File: src/rtl/traffic_light_pkg.sv
// Shared types for the N-way intersection controller: FSM state encoding,
// lamp codes and the round-robin next-approach search.
package traffic_light_pkg;

    typedef enum logic [1:0] {
        ALL_RED = 2'd0,
        GREEN   = 2'd1,
        YELLOW  = 2'd2
    } tl_state_e;

    localparam logic [2:0] LAMP_R = 3'b001;
    localparam logic [2:0] LAMP_Y = 3'b010;
    localparam logic [2:0] LAMP_G = 3'b100;

    localparam int MAX_DIR = 8;

    // First approach with demand after cur, wrapping modulo n.
    // With no demand anywhere the plain rotation cur+1 is chosen.
    function automatic logic [2:0] rr_next(
        input logic [MAX_DIR-1:0] demand,
        input logic [2:0]         cur,
        input int                 n
    );
        logic [2:0] pick;
        logic       found;
        int         idx;
        pick  = 3'((int'(cur) + 1) % n);
        found = 1'b0;
        for (int k = 1; k <= MAX_DIR; k++) begin
            idx = (int'(cur) + k) % n;
            if (!found && k <= n && demand[idx[2:0]]) begin
                pick  = 3'(idx);
                found = 1'b1;
            end
        end
        return pick;
    endfunction

endpackage

File: src/rtl/traffic_light_ctrl_if.sv
// Lamp/sensor bundle of one junction. master = board/testbench side,
// slave = controller. TL_PREEMPT_EN adds preempt and preempt_dir.
interface traffic_light_ctrl_if #(
    parameter int NUM_DIR = 4
);
    logic                   tick;
    logic [NUM_DIR-1:0]     car_present;
    logic [NUM_DIR-1:0]     ped_req;
    logic [3*NUM_DIR-1:0]   lamp;
    logic [NUM_DIR-1:0]     walk;
    logic [2:0]             active_dir;
    logic [NUM_DIR-1:0]     ped_pending;
`ifdef TL_PREEMPT_EN
    logic                   preempt;
    logic [2:0]             preempt_dir;

    modport master (
        output tick, car_present, ped_req,
        output preempt, preempt_dir,
        input  lamp, walk, active_dir, ped_pending
    );
    modport slave (
        input  tick, car_present, ped_req,
        input  preempt, preempt_dir,
        output lamp, walk, active_dir, ped_pending
    );
`else
    modport master (
        output tick, car_present, ped_req,
        input  lamp, walk, active_dir, ped_pending
    );
    modport slave (
        input  tick, car_present, ped_req,
        output lamp, walk, active_dir, ped_pending
    );
`endif
endinterface

File: src/rtl/tl_phase_timer.sv
// Tick-enabled saturating phase timer with clear and terminal compares.
// Ports: clk, reset_n, tick, clr in; allred_done/yellow_done/green_min/green_max out.
module tl_phase_timer #(
    parameter int CNT_W     = 8,
    parameter int GREEN_T   = 20,
    parameter int GREEN_MAX = 60,
    parameter int YELLOW_T  = 4,
    parameter int ALLRED_T  = 2
) (
    input  logic clk,
    input  logic reset_n,
    input  logic tick,
    input  logic clr,
    output logic allred_done,
    output logic yellow_done,
    output logic green_min,
    output logic green_max
);
    logic [CNT_W-1:0] count;

    always_ff @(posedge clk or negedge reset_n) begin
        if (!reset_n)
            count <= '0;
        else if (clr)
            count <= '0;
        else if (tick && count != '1)
            count <= count + 1'b1;
    end

    assign allred_done = count == CNT_W'(ALLRED_T - 1);
    assign yellow_done = count == CNT_W'(YELLOW_T - 1);
    assign green_min   = count >= CNT_W'(GREEN_T - 1);
    // >= so a long preempt hold (saturated timer) still counts as expired
    assign green_max   = count >= CNT_W'(GREEN_MAX - 1);

endmodule

File: src/rtl/traffic_light_ctrl.sv
// Round-robin N-way junction controller: FSM, pedestrian latch, lamp/walk regs.
// Ports: clk, reset_n (async, active-low), bus (slave: tick, car_present,
// ped_req in; lamp, walk, active_dir, ped_pending out). Macro: TL_PREEMPT_EN.
module traffic_light_ctrl
    import traffic_light_pkg::*;
#(
    parameter int NUM_DIR   = 4,
    parameter int CNT_W     = 8,
    parameter int GREEN_T   = 20,
    parameter int GREEN_MAX = 60,
    parameter int YELLOW_T  = 4,
    parameter int ALLRED_T  = 2
) (
    input logic                  clk,
    input logic                  reset_n,
    traffic_light_ctrl_if.slave  bus
);
    tl_state_e            state_q, state_d;
    logic [2:0]           dir_q, dir_d, rr_dir, sel_dir;
    logic [NUM_DIR-1:0]   pend_q, pend_d, demand, other;
    logic [NUM_DIR-1:0]   dir_oh, next_oh;
    logic [MAX_DIR-1:0]   demand_x;
    logic                 walk_en_q, ent_green, tmr_clr;
    logic                 leave_green, norm_leave;
    logic                 allred_done, yellow_done;
    logic                 green_min, green_max;
    logic [3*NUM_DIR-1:0] lamp_d, lamp_q;
    logic [NUM_DIR-1:0]   walk_d, walk_q;
    logic [2:0]           act_q;

    tl_phase_timer #(
        .CNT_W     (CNT_W),
        .GREEN_T   (GREEN_T),
        .GREEN_MAX (GREEN_MAX),
        .YELLOW_T  (YELLOW_T),
        .ALLRED_T  (ALLRED_T)
    ) u_timer (
        .clk         (clk),
        .reset_n     (reset_n),
        .tick        (bus.tick),
        .clr         (tmr_clr),
        .allred_done (allred_done),
        .yellow_done (yellow_done),
        .green_min   (green_min),
        .green_max   (green_max)
    );

    always_comb begin
        for (int i = 0; i < NUM_DIR; i++) begin
            dir_oh[i]  = dir_q == 3'(i);
            next_oh[i] = dir_d == 3'(i);
        end
    end

    assign demand   = bus.car_present | pend_q;
    assign other    = demand & ~dir_oh;
    assign demand_x = MAX_DIR'(demand);
    assign rr_dir   = rr_next(demand_x, dir_q, NUM_DIR);

    // Exits are evaluated on the pre-increment timer of the same tick
    assign norm_leave = bus.tick && ((green_min && |other) || green_max);

`ifdef TL_PREEMPT_EN
    // Preempting a foreign green is immediate; the preempted
    // approach's own green is held regardless of GREEN_MAX.
    assign leave_green = bus.preempt ? (bus.preempt_dir != dir_q)
                                     : norm_leave;
    assign sel_dir     = bus.preempt ? bus.preempt_dir : rr_dir;
`else
    assign leave_green = norm_leave;
    assign sel_dir     = rr_dir;
`endif

    always_ff @(posedge clk or negedge reset_n) begin
        if (!reset_n) begin
            state_q   <= ALL_RED;
            dir_q     <= '0;
            pend_q    <= '0;
            walk_en_q <= 1'b0;
        end else begin
            state_q <= state_d;
            dir_q   <= dir_d;
            pend_q  <= pend_d;
            if (ent_green)
                walk_en_q <= |(pend_q & next_oh);
        end
    end

    always_comb begin
        state_d   = state_q;
        dir_d     = dir_q;
        tmr_clr   = 1'b0;
        ent_green = 1'b0;
        unique case (state_q)
            ALL_RED: if (bus.tick && allred_done) begin
                state_d   = GREEN;
                dir_d     = sel_dir;
                tmr_clr   = 1'b1;
                ent_green = 1'b1;
            end
            GREEN: if (leave_green) begin
                state_d = YELLOW;
                tmr_clr = 1'b1;
            end
            YELLOW: if (bus.tick && yellow_done) begin
                state_d = ALL_RED;
                tmr_clr = 1'b1;
            end
            default: begin
                state_d = ALL_RED;
                tmr_clr = 1'b1;
            end
        endcase
    end

    // A new request ORed after the clear: set wins over clear
    assign pend_d = (pend_q & ~(ent_green ? next_oh : '0))
                  | bus.ped_req;

    always_comb begin
        lamp_d = {NUM_DIR{LAMP_R}};
        walk_d = '0;
        for (int i = 0; i < NUM_DIR; i++) begin
            if (dir_oh[i]) begin
                unique case (1'b1)
                    (state_q == GREEN): begin
                        lamp_d[3*i +: 3] = LAMP_G;
                        walk_d[i]        = walk_en_q;
                    end
                    (state_q == YELLOW):
                        lamp_d[3*i +: 3] = LAMP_Y;
                    default: ;
                endcase
            end
        end
    end

    always_ff @(posedge clk or negedge reset_n) begin
        if (!reset_n) begin
            lamp_q <= {NUM_DIR{LAMP_R}};
            walk_q <= '0;
            act_q  <= '0;
        end else begin
            lamp_q <= lamp_d;
            walk_q <= walk_d;
            act_q  <= dir_q;
        end
    end

    assign bus.lamp        = lamp_q;
    assign bus.walk        = walk_q;
    assign bus.active_dir  = act_q;
    assign bus.ped_pending = pend_q;

endmodule

File: src/flat_wrapper.sv
// flat-port wrapper written by rule: the top's interface ports become plain ports
module traffic_light_ctrl_flat import traffic_light_pkg::*;
#(
    parameter int NUM_DIR   = 4,
    parameter int CNT_W     = 8,
    parameter int GREEN_T   = 20,
    parameter int GREEN_MAX = 60,
    parameter int YELLOW_T  = 4,
    parameter int ALLRED_T  = 2
)
  (clk, reset_n, bus_tick, bus_car_present, bus_ped_req, bus_lamp, bus_walk, bus_active_dir, bus_ped_pending);
  traffic_light_ctrl_if #(.NUM_DIR(NUM_DIR)) bus_i ();
  input logic clk;
  input logic reset_n;
  input wire logic [$bits(bus_i.tick)-1:0] bus_tick;
  input wire logic [$bits(bus_i.car_present)-1:0] bus_car_present;
  input wire logic [$bits(bus_i.ped_req)-1:0] bus_ped_req;
  output wire logic [$bits(bus_i.lamp)-1:0] bus_lamp;
  output wire logic [$bits(bus_i.walk)-1:0] bus_walk;
  output wire logic [$bits(bus_i.active_dir)-1:0] bus_active_dir;
  output wire logic [$bits(bus_i.ped_pending)-1:0] bus_ped_pending;
  assign bus_i.tick = bus_tick;
  assign bus_i.car_present = bus_car_present;
  assign bus_i.ped_req = bus_ped_req;
  assign bus_lamp = bus_i.lamp;
  assign bus_walk = bus_i.walk;
  assign bus_active_dir = bus_i.active_dir;
  assign bus_ped_pending = bus_i.ped_pending;
  traffic_light_ctrl #(.NUM_DIR(NUM_DIR), .CNT_W(CNT_W), .GREEN_T(GREEN_T), .GREEN_MAX(GREEN_MAX), .YELLOW_T(YELLOW_T), .ALLRED_T(ALLRED_T)) u_core (.clk(clk), .reset_n(reset_n), .bus(bus_i));
endmodule
File: config.mk
export PLATFORM = sky130hd
export DESIGN_NAME = traffic_light_ctrl_flat
export DESIGN_NICKNAME = d
export VERILOG_FILES = /design/src/rtl/traffic_light_pkg.sv /design/src/rtl/traffic_light_ctrl_if.sv /design/src/rtl/tl_phase_timer.sv /design/src/rtl/traffic_light_ctrl.sv /design/src/flat_wrapper.sv
export SDC_FILE = /design/constraint.sdc
export NUM_CORES = 1
export LEC_CHECK = 0
export ABC_CLOCK_PERIOD_IN_PS = 5350
export CAP_MARGIN = 20
export CORE_AREA = 2 2 74 76
export DETAILED_ROUTE_END_ITERATION = 12
export DIE_AREA = 0 0 76 78
export HOLD_SLACK_MARGIN = 0.15
export MAX_ROUTING_LAYER = met4
export SETUP_SLACK_MARGIN = 0.5
export SYNTH_ARGS = -nofsm -noshare
export SYNTH_HDL_FRONTEND = slang
export SYNTH_SLANG_ARGS = --single-unit
File: constraint.sdc
create_clock -name clk -period 5.35 [get_ports clk]
set_input_delay 1.605 -clock clk [delete_from_list [all_inputs] [get_ports clk]]
set_output_delay 1.605 -clock clk [all_outputs]
set_load 0.05 [all_outputs]
==> flow_summary.ini, run 1 <==
[floorplanning]
core-area_um2 = 5040
initial_core_util_pct = 39.0
fp-row-count = 26
die_x_um = 76
die_y_um = 78
pin_count = 34
dieArea_um2 = 5930

[power]
cellPowerDensity_nw_per_um2 = 490
p_leak_nw = 1.07
peakVddDrop_mv = 0.176
power_mw = 1.21

[grt]
grt_pass1_vias = 1481
grt_pass1_wl_mm = 7.04
grt_max_degree = 38
gr-usage-all-layers_pct = 15.1
antenna_found_initial = 0
grt-ovfl-total = 0

[cells_and_area]
area.growth.synth_to_final_pct = 26.1
final_cell_mix = dfrtp_1, clkdlybuf4s50_1, nand2_1
layout.cells.most_common = dfrtp_1
diodes = 0
nNetsFinal = 252
drive_above_1_share_pct = 9.13

[worst_setup_path]
crit_arrival_ps = 3850
rr_endpoint = u_core.bus.ped_pending[1]$_DFF_PN0_
r2r-start = u_core.dir_q[1]$_DFF_PN0_
regToRegSetupSlack_ps = 2900
start_kind = primary input
end_kind = register
endpoint = u_core.bus.ped_pending[1]$_DFF_PN0_
worstPathRequired_ps = 5530
startpoint = bus_car_present[2]
cp_max_fo = 6
r2r_cells = 9
critPathKind = primary input to register

[sta]
tns_ps = 0
skew_ps = 7.78
layout_min_cycle_time_ps = 3660
worstMarginPinSlew_ps = 798
slew_headroom_pct = 46.8
finalSetupViolations = 0
clock.fmax_mhz = 273
finalHoldViolCount = 0
rsz0062_at_grt = false
report.final.slew_viol_count = 0
fin_crit_sh_pct = 68.5

[route]
drt_pre_antenna_iters = 4
route.detailed.drc = 0
vias = 1521
drt_iter0_markers = 66
viasPerCell = 5.07
ant_nets = 0
wl_per_cell_um = 13.6
drt_wl_total_mm = 4.07

[yosys]
ys_ff_latch = 37
synth_cell_type_count = 52
synth.area.top_cells = dfrtp_1, ha_1, dfstp_2
synth_nets = 216
syn-cell-area_um2 = 1960
seq_area_frac_synth_pct = 47.4
synthCells = 193
synthFlopType = dfrtp_1
synth_edf_count = 0
syn_avg_cell_area_um2 = 10.2
yosys.area.top_type = dfrtp_1
yosysTopAreaCellShare_pct = 42.0
ys_warn_count = 0
synth-async-reset-ratio_pct = 100

[clocking]
clk_pin_slew_ps = 70
cts_resized = 0
cts_sinks = 37
numCtsBuffers = 5
cts_root_buf = clkbuf_8
worstSkewPairLatency_ps = 290
cts_max_level = 2
cts_hold_buf = 0
post_cts_buffers = 0
cts_tree = yes
clk_path_buf_depth = 2

[worst_hold_path]
hold_path_depth = 0
hold_path.class = register to register

[placement]
portBuffers = 33
hpwl_mm = 3.02
place_congestion = 0.913

[job]
max_cap_violations = 0

[outcome]
status = completed
-- Yosys cell counts, types with 4 or more instances --
| cell | n |
|---|---|
| a21o_1 | 4 |
| a21oi_1 | 5 |
| and2_1 | 4 |
| and3_1 | 11 |
| dfrtp_1 | 33 |
| dfstp_2 | 4 |
| ha_1 | 12 |
| inv_1 | 10 |
| nand2_1 | 17 |
| nand3_1 | 8 |
| nand4_1 | 5 |
| nor2_1 | 14 |
| nor3_1 | 6 |
| xor2_1 | 4 |
-- worst max-delay path: stages --
cell	delay (ps)
clkdlybuf4s50_1	450
or2_2	350
nand2_1	130
a21oi_4	70
nor3_2	330
mux2_4	370
or3b_1	350
a21o_1	180
-- report_power, final --
| group | internal, mW | switching, mW |
|---|---|---|
| sequential | 0.357 | 0.0697 |
| combinational | 0.196 | 0.342 |
| clock | 0.152 | 0.0972 |
-- flip-flops by register name, indices dropped and copies added, names as in the netlist --
register	cells
u_core.bus.lamp	12
u_core.u_timer.count	8
u_core.bus.ped_pending	4
u_core.bus.walk	4
u_core.bus.active_dir	3
u_core.dir_q	3
u_core.state_q	2
u_core.walk_en_q	1
-- layout make-up --
type	count	area [µm²]
Clock inverter	1	30.0
Fill cell	491	2560
Timing Repair Buffer	33	325
Clock buffer	7	86.3
Sequential cell	37	931
Inverter	10	37.5
Multi-Input combinational cell	142	980
Tap cell	70	87.6
-- cell families (layout without fill, tap and decap cells) --
family | after synthesis | after routing | synth area share (%)
AND/OR/NAND/NOR | 87 | 87 | 24.5
flip-flops | 37 | 37 | 47.4
AO/OA/AOI/OAI | 33 | 33 | 12.7
buffers and inverters | 14 | 51 | 2.74
adder cells (fa/ha/maj) | 12 | 12 | 7.64
XOR/XNOR | 6 | 6 | 2.68
multiplexers | 4 | 4 | 2.42
-- stage by stage --
step | utilization, % | std cells | hold slack [ps] | cell area, µm² | setup WS (ps)
2_1_floorplan | - | 193 | 400 | 1960 | 1930
3_3_place_gp | 46.8 | 292 | 486 | 2360 | 1410
3_5_place_dp | 46.8 | 292 | 501 | 2360 | 1400
4_1_cts | 49.1 | 300 | 519 | 2480 | 1700
5_1_grt | 49.1 | 300 | 523 | 2480 | 1610
6_report | 49.1 | 300 | 507 | 2480 | 1690
-- metal layers --
layer | vias to the layer above | part of all wire [%] | GRT usage, %
met2 | 41 | 47 | 24.6
met5 | - | 0 | -
li1 | 756 | - | -
met3 | 7 | 4.1 | 3.26
met4 | 0 | 1.5 | 5.09
met1 | 717 | 47 | 18.9
-- worst min path at each step --
stage                              start                            endpoint
6_report       u_core.dir_q[2]$_DFF_PN0_  u_core.bus.active_dir[2]$_DFF_PN0_
5_1_grt        u_core.dir_q[2]$_DFF_PN0_  u_core.bus.active_dir[2]$_DFF_PN0_
4_1_cts        u_core.dir_q[2]$_DFF_PN0_  u_core.bus.active_dir[2]$_DFF_PN0_
3_5_place_dp   u_core.dir_q[2]$_DFF_PN0_  u_core.bus.active_dir[2]$_DFF_PN0_
3_3_place_gp   u_core.dir_q[2]$_DFF_PN0_  u_core.bus.active_dir[2]$_DFF_PN0_
2_1_floorplan  u_core.dir_q[1]$_DFF_PN0_  u_core.bus.active_dir[1]$_DFF_PN0_
No activity file was read; power rests on OpenSTA's default activity.
==> run 2: changes to the inputs <==
ABC_CLOCK_PERIOD_IN_PS = 3050   (was 5350)
clock period = 3.05 ns   (was 5.35 ns; I/O delays follow)
==> flow_summary.ini, run 2 (synthesis results as in run 1) <==
[placement]
hpwl_mm = 3.23
portBuffers = 33
place_inst = 308
place_congestion = 0.826

[floorplanning]
die_y_um = 78
pin_count = 34
dieArea_um2 = 5930
core-area_um2 = 5040
initial_core_util_pct = 39.0
fp-row-count = 26
die_x_um = 76

[grt]
grt_pass1_wl_mm = 7.71
grt_pass1_vias = 1613
gr-usage-all-layers_pct = 16.7
grt-ovfl-total = 0
antenna_found_initial = 0
grt_max_degree = 38

[clocking]
worstSkewPairLatency_ps = 280
cts_sinks = 37
clk_pin_slew_ps = 70
cts_tree = yes
cts_hold_buf = 0
cts_max_level = 2
cts_root_buf = clkbuf_8
clk_path_buf_depth = 2
numCtsBuffers = 5

[cells_and_area]
n_fill_cell = 462
drive_above_1_share_pct = 24.9
area.growth.synth_to_final_pct = 37.7
diodes = 0
largest_reg_flops = 12
finalNonFillerCells = 319
final_cell_mix = dfrtp_1, clkdlybuf4s50_1, buf_4
layout.cells.most_common = dfrtp_1
nNetsFinal = 271

[sta]
skew_ps = 6.16
finalSetupViolations = 0
rsz0062_at_grt = false
clock.fmax_mhz = 400
report.final.slew_viol_count = 0
slew_headroom_pct = 47.8
fin_crit_sh_pct = 82.0
hold_ws_ps = 514
finalHoldViolCount = 0
worstMarginPinSlew_ps = 782
layout_min_cycle_time_ps = 2500

[power]
power.switching_mw = 0.927
cellPowerDensity_nw_per_um2 = 796
intPower_mw = 1.23
seq_power_share_pct = 35.4
peakVddDrop_mv = 0.376
swShare_pct = 43.0
p_leak_nw = 1.16
power_frac_comb_pct = 48.5
p_clk_share_pct = 16.1

[worst_hold_path]
hold_path.class = register to register
hold_start = u_core.dir_q[2]$_DFF_PN0_

[worst_setup_path]
worstPathRequired_ps = 3230
end_kind = register
crit_arrival_ps = 2680
worst_path_max_delay_cell = or3b_1
worstPathCellList = dlygate4sd2_1, or2_4, buf_4, o221ai_2, a311oi_2, mux2_4, or3b_1, a21o_1
startpoint = bus_car_present[2]
slowest_delay_ps = 350
r2r-start = u_core.dir_q[1]$_DFF_PN0_
start_kind = primary input
cp_max_fo = 3
critPathKind = primary input to register

[route]
drt_pre_antenna_iters = 4
viasPerCell = 5.05
wl_per_cell_um = 14.0
drt_wl_total_mm = 4.47
drt_iter0_markers = 58
route.detailed.drc = 0
vias = 1612
ant_nets = 0

[job]
max_cap_violations = 0

[outcome]
status = completed
[run 2: cell count changes in the layout (fill, tap and decap cells not counted), sizes merged]
cell,change
buf,+19
bufinv,-1
clkbuf,+4
clkdlybuf4s50,-8
dlygate4sd2,+3
dlymetal6s2s,+2
[run 2: worst paths after layout]
check / to / slack, ps / cells after the start
max in group asynchronous: u_core.dir_q[0]$_DFF_PN0_ / 1800 / 1
min in group asynchronous: u_core.u_timer.count[4]$_DFFE_PN0P_ / 700 / 1
setup reg to reg: u_core.bus.ped_pending[0]$_DFF_PN0_ / 720 / 10
hold reg to reg: u_core.bus.active_dir[2]$_DFF_PN0_ / 510 / 0
setup / recovery: u_core.bus.ped_pending[1]$_DFF_PN0_ / 550 / 8
hold / removal: u_core.bus.active_dir[2]$_DFF_PN0_ / 510 / 0
[run 2: per-layer routing]
layer / up-vias / GRT usage (%) / routed length (µm)
met5: - / - / 0
met1: 774 / 20.3 / 2020
met4: 0 / 8.00 / 92
li1: 794 / - / -
met2: 33 / 27.3 / 2210
met3: 11 / 2.91 / 144
[run 2: layout make-up]
| cell class | instances | area (µm²) | share of cell area (%) |
|---|---|---|---|
| flip-flops and latches | 37 | 933 | 34.5 |
| inverters | 10 | 37.5 | 1.39 |
| clock buffers | 8 | 90.1 | 3.33 |
| multi-input cells | 142 | 1100 | 40.6 |
| well taps | 70 | 87.6 | 3.24 |
| repair buffers | 52 | 458 | 16.9 |
[run 2: what timing repair did]
action	in CTS	in global routing
setup buffers	3	0
pin swaps	13	15
resized for setup	26	17
endpoints found under the setup margin	16	10
[run 2: metrics by stage]
step | cell area (µm²) | worst slack [ps] | setup TNS (ps) | util [%] | power, mW
2_1_floorplan | 1960 | 341 | 0 | - | 1.41
3_3_place_gp | 2480 | -78.6 | -185 | 49.2 | 1.75
3_5_place_dp | 2480 | -87.6 | -276 | 49.2 | 1.76
4_1_cts | 2690 | 471 | 0 | 53.3 | 2.16
5_1_grt | 2710 | 501 | 0 | 53.6 | 2.30
6_report | 2710 | 549 | 0 | 53.6 | 2.15
[run 2: critical path: cells and delay by family]
kind | cells | cell delay (ps)
buffers and inverters | 2 | 410
and+or+nand+nor | 2 | 610
AOI/OAI and AO/OA | 3 | 450
muxes | 1 | 290
[run 2: power groups by stage]
stage          Sequential (mW)  Clock (mW)  Combinational, mW
2_1_floorplan            0.952           0              0.458
3_3_place_gp             0.758           0              0.994
3_5_place_dp             0.759           0               1.00
4_1_cts                  0.756       0.360               1.04
5_1_grt                  0.789       0.372               1.14
6_report                 0.762       0.347               1.05
==> run 3: changes to the inputs <==
ABC_CLOCK_PERIOD_IN_PS = 2200   (was 3050)
clock period = 2.2 ns   (was 3.05 ns; I/O delays follow)
==> flow_summary.ini, run 3 (synthesis results as in run 1) <==
[cells_and_area]
area.growth.synth_to_final_pct = 65.9
diodes = 0
final_cell_mix = buf_4, dfrtp_1, buf_6
nNetsFinal = 310
utilization_pct = 64.6
layout.cells.most_common = buf_4
drive_above_1_share_pct = 54.2
largest_reg_flops = 12
finalNonFillerCells = 358

[worst_setup_path]
startpoint = bus_car_present[3]
start_kind = primary input
endpoint = u_core.bus.ped_pending[1]$_DFF_PN0_
cp_max_fo = 2
critPathKind = primary input to register
r2r_cells = 7
regToRegSetupSlack_ps = 10
crit_arrival_ps = 2420
worstPathRequired_ps = 2390
end_kind = register
r2r-start = u_core.dir_q[1]$_DFF_PN0_
rr_endpoint = u_core.bus.ped_pending[1]$_DFF_PN0_

[route]
drt_pre_antenna_iters = 4
route.detailed.drc = 0
drt_wl_total_mm = 5.45
wl_per_cell_um = 15.2
viasPerCell = 5.01
vias = 1793
ant_nets = 0
drt_iter0_markers = 123

[grt]
grt_pass1_wl_mm = 8.77
gr-usage-all-layers_pct = 19.2
antenna_found_initial = 0
grt_max_degree = 38
grt_pass1_vias = 1819
grt-ovfl-total = 0

[power]
power_mw = 3.56
intPower_mw = 2.00
cellPowerDensity_nw_per_um2 = 1090
swShare_pct = 43.7
power.switching_mw = 1.55
peakVddDrop_mv = 0.595
p_clk_share_pct = 13.7
p_leak_nw = 1.41
seq_power_share_pct = 28.6
power_frac_comb_pct = 57.7

[placement]
post-place-ws_ps = -692
portBuffers = 33
place_congestion = 0.848
place_inst = 337
hpwl_mm = 3.65

[outcome]
violations = negative setup slack
status = finished, violations left

[clocking]
cts_tree = yes
numCtsBuffers = 5
clk_path_buf_depth = 2
cts_max_level = 2
cts_hold_buf = 0
cts_sinks = 37
cts_root_buf = clkbuf_8
worstSkewPairLatency_ps = 290
clk_pin_slew_ps = 80

[sta]
layout_min_cycle_time_ps = 2230
slew_headroom_pct = 68.3
clock.fmax_mhz = 448
fin_crit_sh_pct = 102
report.final.slew_viol_count = 0
rsz0062_at_grt = true
setup_slack_ps = -33.6
finalSetupViolations = 2
hold_ws_ps = 538
worstMarginPinSlew_ps = 475
finalHoldViolCount = 0
skew_ps = 5.57

[floorplanning]
die_y_um = 78
dieArea_um2 = 5930
fp-row-count = 26
pin_count = 34
core-area_um2 = 5040
die_x_um = 76
initial_core_util_pct = 39.0

[job]
max_cap_violations = 0

[worst_hold_path]
hold_path.class = register to register
[run 3: changes by cell type in the layout (fill, tap and decap cells not counted), sizes merged]
cell / change
clkbuf: -6
dlygate4sd2: -3
buf: +52
clkdlybuf4s50: -19
dlymetal6s2s: -2
clkinv: +1
clkdlybuf4s15: +14
clkinvlp: +1
inv: +1
[run 3: metrics by stage]
step                      cell area, µm²  TNS (ps)
after CTS                           3090     -55.0
after global placement              2720     -7840
after global routing                3260      -139
final                               3260     -63.6
after detailed placement            2720     -8430
after floorplan                     2010      -260
[run 3: repair_timing]
| item | CTS | global route |
|---|---|---|
| resized for setup | 116 | 29 |
| setup buffers | 7 | 6 |
| pin swaps | 21 | 21 |
| setup endpoints to repair | 34 | 23 |
[run 3: area by class of cell]
type | count | area, µm²
clock buffer | 5 | 68.8
clock inverter | 3 | 21.3
fill | 390 | 1780
inverter | 10 | 37.5
multi-input combinational | 142 | 1280
sequential | 37 | 935
tap | 70 | 87.6
timing repair buffer | 91 | 827
[run 3: power by group through the flow]
| stage | logic [mW] | clock network, mW | registers [mW] |
|---|---|---|---|
| after global placement | 1.67 | 0 | 1.01 |
| after CTS | 1.89 | 0.501 | 1.01 |
| after global routing | 2.20 | 0.527 | 1.04 |
| after floorplan | 0.708 | 0 | 1.32 |
| after detailed placement | 1.69 | 0 | 1.01 |
| final | 2.05 | 0.486 | 1.02 |
[run 3: layer usage]
layer,routed length [µm],track usage [%],vias up
li1,-,-,874
met1,2510,24.7,870
met2,2680,30.5,41
met3,185,4.19,8
met4,80,6.00,0
met5,0,-,-
[run 3: worst min path at each step]
| stage | startpoint | end | slack [ps] | cells past startpoint |
|---|---|---|---|---|
| floorplan | reset_n | u_core.bus.active_dir[0]$_DFF_PN0_ | 360 | 0 |
| CTS | u_core.dir_q[2]$_DFF_PN0_ | u_core.bus.active_dir[2]$_DFF_PN0_ | 510 | 0 |
| finish | u_core.dir_q[0]$_DFF_PN0_ | u_core.bus.active_dir[0]$_DFF_PN0_ | 540 | 0 |
| global route | u_core.dir_q[0]$_DFF_PN0_ | u_core.bus.active_dir[0]$_DFF_PN0_ | 550 | 0 |
| detailed placement | u_core.dir_q[2]$_DFF_PN0_ | u_core.bus.active_dir[2]$_DFF_PN0_ | 460 | 0 |
| global placement | u_core.dir_q[2]$_DFF_PN0_ | u_core.bus.active_dir[2]$_DFF_PN0_ | 450 | 0 |
[run 3: worst max-delay path: stages]
cell and delay, ps:
buf_6 90, or2_4 240, or3_4 380, a21oi_4 180
nor3_4 70, mux2_4 310, or3b_1 340, a21o_1 150
